<file path="src/rtl/serial_adder_ctrl_pkg.sv">
// Shared definitions for the bit-serial adder: controller state encoding and default width.
package serial_adder_ctrl_pkg;

  typedef enum logic [1:0] {
    ST_IDLE = 2'd0,
    ST_ADD  = 2'd1,
    ST_FIN  = 2'd2
  } state_e;

  localparam int DEFAULT_WIDTH = 8;

endpackage : serial_adder_ctrl_pkg

</file>
<file path="src/rtl/serial_adder_ctrl_fa.sv">
// One-bit full-adder slice for the serial adder, composed of two half adders.
module half_adder_dataflow (
  input  logic a,
  input  logic b,
  output logic s,
  output logic c
);

  assign s = a ^ b;
  assign c = a & b;

endmodule : half_adder_dataflow

module serial_fa_cell (
  input  logic a,
  input  logic b,
  input  logic cin,
  output logic s,
  output logic cout
);

  logic ha0_s_s;
  logic ha0_c_s;
  logic ha1_c_s;

  half_adder_dataflow u_ha0 (
    .a (a),
    .b (b),
    .s (ha0_s_s),
    .c (ha0_c_s)
  );

  half_adder_dataflow u_ha1 (
    .a (ha0_s_s),
    .b (cin),
    .s (s),
    .c (ha1_c_s)
  );

  assign cout = ha0_c_s | ha1_c_s;

endmodule : serial_fa_cell

</file>
<file path="src/rtl/serial_adder_ctrl.sv">
// Bit-serial unsigned adder: one full-adder slice reused over WIDTH cycles, LSB first.
module serial_adder_ctrl
  import serial_adder_ctrl_pkg::*;
#(
  parameter int WIDTH = DEFAULT_WIDTH
) (
  input  logic             CLK,
  input  logic             RST_N,
  input  logic             START,
  input  logic [WIDTH-1:0] A,
  input  logic [WIDTH-1:0] B,
  output logic             BUSY,
  output logic             DONE,
  output logic [WIDTH-1:0] SUM,
  output logic             CARRY
);

  localparam int CNT_W = $clog2(WIDTH + 1);
  localparam logic [CNT_W-1:0] CNT_LAST = CNT_W'(WIDTH - 1);

  state_e           state_q, state_d;
  logic [WIDTH-1:0] a_q, a_d;
  logic [WIDTH-1:0] b_q, b_d;
  logic [WIDTH-1:0] res_q, res_d;
  logic [WIDTH-1:0] sum_q, sum_d;
  logic             cy_q, cy_d;
  logic             carry_q, carry_d;
  logic [CNT_W-1:0] cnt_q, cnt_d;
  logic             busy_q, busy_d;
  logic             done_q, done_d;

  logic             fa_s_s;
  logic             fa_cout_s;
  logic [WIDTH-1:0] res_shift_s;

  serial_fa_cell u_fa (
    .a    (a_q[0]),
    .b    (b_q[0]),
    .cin  (cy_q),
    .s    (fa_s_s),
    .cout (fa_cout_s)
  );

  // Sum bits enter at the MSB so the result is LSB-aligned after WIDTH shifts.
  generate
    if (WIDTH == 1) begin : g_res_w1
      assign res_shift_s = fa_s_s;
    end else begin : g_res_wn
      assign res_shift_s = {fa_s_s, res_q[WIDTH-1:1]};
    end
  endgenerate

  // Next-state and datapath update for the controller.
  always_comb begin
    state_d = state_q;
    a_d     = a_q;
    b_d     = b_q;
    res_d   = res_q;
    sum_d   = sum_q;
    cy_d    = cy_q;
    carry_d = carry_q;
    cnt_d   = cnt_q;
    case (state_q)
      ST_IDLE: begin
        if (START) begin
          a_d     = A;
          b_d     = B;
          res_d   = {WIDTH{1'b0}};
          cy_d    = 1'b0;
          cnt_d   = {CNT_W{1'b0}};
          state_d = ST_ADD;
        end else begin
          state_d = ST_IDLE;
        end
      end
      ST_ADD: begin
        a_d   = a_q >> 1;
        b_d   = b_q >> 1;
        res_d = res_shift_s;
        cy_d  = fa_cout_s;
        cnt_d = cnt_q + CNT_W'(1);
        if (cnt_q == CNT_LAST) begin
          sum_d   = res_shift_s;
          carry_d = fa_cout_s;
          state_d = ST_FIN;
        end else begin
          state_d = ST_ADD;
        end
      end
      ST_FIN: begin
        state_d = ST_IDLE;
      end
      default: begin
        state_d = ST_IDLE;
      end
    endcase
    busy_d = (state_d == ST_ADD);
    done_d = (state_d == ST_FIN);
  end

  // State and datapath registers with synchronous active-low reset.
  always_ff @(posedge CLK) begin
    if (!RST_N) begin
      state_q <= ST_IDLE;
      a_q     <= {WIDTH{1'b0}};
      b_q     <= {WIDTH{1'b0}};
      res_q   <= {WIDTH{1'b0}};
      sum_q   <= {WIDTH{1'b0}};
      cy_q    <= 1'b0;
      carry_q <= 1'b0;
      cnt_q   <= {CNT_W{1'b0}};
      busy_q  <= 1'b0;
      done_q  <= 1'b0;
    end else begin
      state_q <= state_d;
      a_q     <= a_d;
      b_q     <= b_d;
      res_q   <= res_d;
      sum_q   <= sum_d;
      cy_q    <= cy_d;
      carry_q <= carry_d;
      cnt_q   <= cnt_d;
      busy_q  <= busy_d;
      done_q  <= done_d;
    end
  end

  assign BUSY  = busy_q;
  assign DONE  = done_q;
  assign SUM   = sum_q;
  assign CARRY = carry_q;

endmodule : serial_adder_ctrl

</file>
<file path="config.mk">
export PLATFORM = sky130hd
export DESIGN_NAME = serial_adder_ctrl
export DESIGN_NICKNAME = d
export VERILOG_FILES = /design/src/rtl/serial_adder_ctrl_pkg.sv /design/src/rtl/serial_adder_ctrl_fa.sv /design/src/rtl/serial_adder_ctrl.sv
export SDC_FILE = /design/constraint.sdc
export NUM_CORES = 1
export LEC_CHECK = 0
export ABC_CLOCK_PERIOD_IN_PS = 1650
export BUFFER_PORTS_ARGS = -buffer_cell sky130_fd_sc_hd__buf_2
export CELL_PAD_IN_SITES_DETAIL_PLACEMENT = 0
export CELL_PAD_IN_SITES_GLOBAL_PLACEMENT = 1
export CORE_MARGIN = 2
export CORE_UTILIZATION = 40
export DETAILED_ROUTE_END_ITERATION = 6
export GPL_TIMING_DRIVEN = 0
export PLACE_DENSITY = 0.81
export SLEW_MARGIN = 20
export SYNTH_ARGS = -nofsm -noshare
export SYNTH_HDL_FRONTEND = slang
export SYNTH_SLANG_ARGS = --single-unit
</file>
<file path="constraint.sdc">
create_clock -name CLK -period 1.65 [get_ports CLK]
set_input_delay 0.33 -clock CLK [delete_from_list [all_inputs] [get_ports CLK]]
set_output_delay 0.33 -clock CLK [all_outputs]
set_load 0.03 [all_outputs]
</file>
==> summary.md <==
| Metric | Value |
|---|---|
| Power density over the cells | `1028 mW/mm2` |
| Antenna diode count | `0` |
| Residual DRC count | `0` |
| Setup Skew | `0.009518 ns` |
| # H-tree levels | `2` |
| Area leader, netlist | `dfxtp_1` |
| Power, Total | `1.940 mW` |
| Ys flop type | `dfxtp_1` |
| Number of synthesized flops with an enable pin | `0` |
| Vert. Die Dim | `66.56 um` |
| Final max-slew violation count | `0` |
| Status | `finished clean` |
| First-pass iteration count of the detailed router | `4` |
| Fin crit share | `89.81%` |
| Synth Area in Simple Gates | `12.87%` |
| Critical Path Fanout Max | `10` |
| 1st-iter DRT viols | `58` |
| Post-Layout Cell Count | `255` |
| Core ar. | `0.003716 mm2` |
| Number of synthesized register bits | `41` |
| Area of the die | `0.004430 mm2` |
| Final Worst Setup Slack | `0.1682 ns` |
| CTS Root Buffer Type | `clkbuf_8` |
| Largest family of logic cells by synthesized area | `compound AO/OA/AOI/OAI gates` |
| Initial antenna violation count | `0` |
| Cts hold-fix bufs | `0` |
| Worst VDD drop | `0.5824 mV` |
| Area of the mapped netlist | `0.001565 mm2` |
| TritonCTS clock tree | `yes` |
| Crit. End Element | `flop` |
| Final Util | `50.77%` |
| Worst slack, placed | `0.1168 ns` |
| Clock Path Buffers | `2` |
| P_leak | `0.7398 nW` |
| Die X | `66.56 um` |
| Clk_lat worst skew | `0.29 ns` |
| Clk sink count | `41` |
| Fill cells | `354` |
| Hold Crit Class | `in2reg` |
| Synth Area in Adders | `2.078%` |
| Slew @ Worst Pin | `0.5140 ns` |
| First-pass GRT wire length | `6051 um` |
| Dpl hpwl | `2461 um` |
| Final Critical Period | `1.482 ns` |
| Final setup vio count | `0` |
| Depth of the worst register-to-register path | `5` |
| Fmax | `0.6748 GHz` |
| Routed Antenna Nets | `0` |
| Rel. slew slack | `65.74%` |
| Post-CTS sizing | `0` |
| Synth cell types | `27` |
| I/O pin total | `30` |
| Yosys warning count | `0` |
| Largest net degree at the start of global routing | `13` |
| Max-cap viol count | `0` |
| Post-synth top area share | `52.44%` |
| Top-count cell post-synth | `dfxtp_1` |
| P&R area growth vs syn | `20.54%` |
| Via/cell ratio | `5.259` |
| Critical path class | `reg2reg` |
| GRT Total Usage | `18.08%` |
| Post-CTS setup buffers | `0` |
| Syn_area_per_cell | `9.207 um2` |
| Initial Utilization | `42.12%` |
| Remaining Overflow, GRT | `0` |
| Sequential fraction of the synthesis area | `52.44%` |
| Num rows | `22` |
| Gpl congestion | `0.8509` |
| Placed cells | `246` |
| Post-synth top cells | `dfxtp_1 (41), nand2_1 (19), a21oi_1 (15)` |
| Wire per inst | `13.83 um` |
| Reg area | `820.8 um2` |
| Ys async rst share | `0%` |
| RSZ-0062 raised after global routing | `false` |
| Fin nets | `227` |
| Area contributors post-synth | `dfxtp_1 (52%), mux2i_1 (6.4%), o22ai_1 (5.6%), a22oi_1 (5.3%), a21oi_1 (4.8%)` |
| Final Hold Vio Count | `0` |
| Cell count after synthesis | `170` |
| Worst Hold Depth | `3` |
| Layout cells sized above 1 | `21.26%` |
| Xor and xnor area share after synthesis | `0%` |
| TNS Setup | `0 ns` |
| CP startpoint kind | `flop` |
| Synth Area in Compound Gates | `22.30%` |
| Clock-pin slew on the worst setup and hold paths | `0.08 ns` |
| Vias in the first global route | `1,292` |
| Multi-input gate area | `683.2 um2` |
| Net Count, Synth | `191` |
| # port buffers | `28` |
| WL final | `3526 um` |
| CP arrival | `1.70 ns` |
| Total CTS buffers | `5` |
| Worst EP required | `1.86 ns` |
| Mux share of post-synthesis cell area | `6.395%` |
| Vias | `1,341` |
[flip-flops by register name (all words and copies together) (netlist names)]
signal and flops:
SUM 8, a_q 8, b_q 8, res_q 7, cnt_q 4, state_q 2, BUSY 1, CARRY 1
DONE 1, cy_q 1
[through the flow]
| step | cell area [um2] | hold slack (ns) |
|---|---|---|
| 2_1_floorplan | 1565 | 0.4385 |
| 3_3_place_gp | 1765 | 0.4396 |
| 3_5_place_dp | 1765 | 0.4447 |
| 4_1_cts | 1867 | 0.2842 |
| 5_1_grt | 1887 | 0.3267 |
| 6_report | 1887 | 0.2919 |
[final timing paths]
path,start,to,slack (ns)
worst min register to register,SUM[3]$_SDFFE_PN0P_,SUM[3]$_SDFFE_PN0P_,0.46
worst max-delay path,state_q[1]$_SDFF_PN0_,a_q[1]$_SDFFE_PN0P_,0.17
worst min-delay path,B[7],b_q[7]$_SDFFE_PN0P_,0.29
worst max register to register,state_q[1]$_SDFF_PN0_,a_q[1]$_SDFFE_PN0P_,0.17
[critical path: stages, from the launching register on]
cell and delay (ns):
dfxtp_1 0.30, buf_2 0.17, o21ba_2 0.34, clkbuf_1 0.31, o21ai_0 0.14, a21oi_1 0.14
[cell usage in the layout (no fill, tap or decap), types with 2 or more instances in the layout]
| cell type | n |
|---|---|
| mux2i_1 | 10 |
| nand2_1 | 19 |
| a22oi_1 | 11 |
| o22ai_1 | 14 |
| a21oi_1 | 15 |
| dfxtp_1 | 41 |
| o21ai_0 | 14 |
| clkbuf_1 | 8 |
| and3_1 | 2 |
| buf_2 | 32 |
| nor2_1 | 12 |
| clkbuf_8 | 7 |
| nor3_1 | 3 |
| nand3_1 | 2 |
| inv_1 | 2 |
[cell type report]
type / instances / area share [%]
sequential: 41 / 43.50
multi-input combinational: 114 / 36.21
timing repair buffer: 29 / 8.488
clock buffer: 7 / 5.106
tap: 48 / 3.183
buffer: 12 / 2.653
inverter: 3 / 0.5968
clock inverter: 1 / 0.2653
[kinds of logic after synthesis]
family,count (synthesis)
AO/OA/AOI/OAI,58
AND/OR/NAND/NOR,44
flip-flops,41
buffers and inverters,15
multiplexers,10
adder cells (fa/ha/maj),2
[power breakdown]
| part | switching, mW | internal (mW) | leakage [nW] |
|---|---|---|---|
| clock network | 0.332 | 0.378 | 0.0542 |
| logic | 0.102 | 0.0703 | 0.350 |
| registers | 0.0268 | 1.03 | 0.335 |
| total | 0.461 | 1.48 | 0.740 |
[routing by layer]
metal	up-vias	track usage, %	part of all wire (%)
met3	6	5.743	3.2
met4	0	7.398	1.7
met2	22	26.75	48
met5	-	0	0
li1	681	-	-
met1	632	24.24	47
Note: power is estimated with default switching activity, not from simulation.
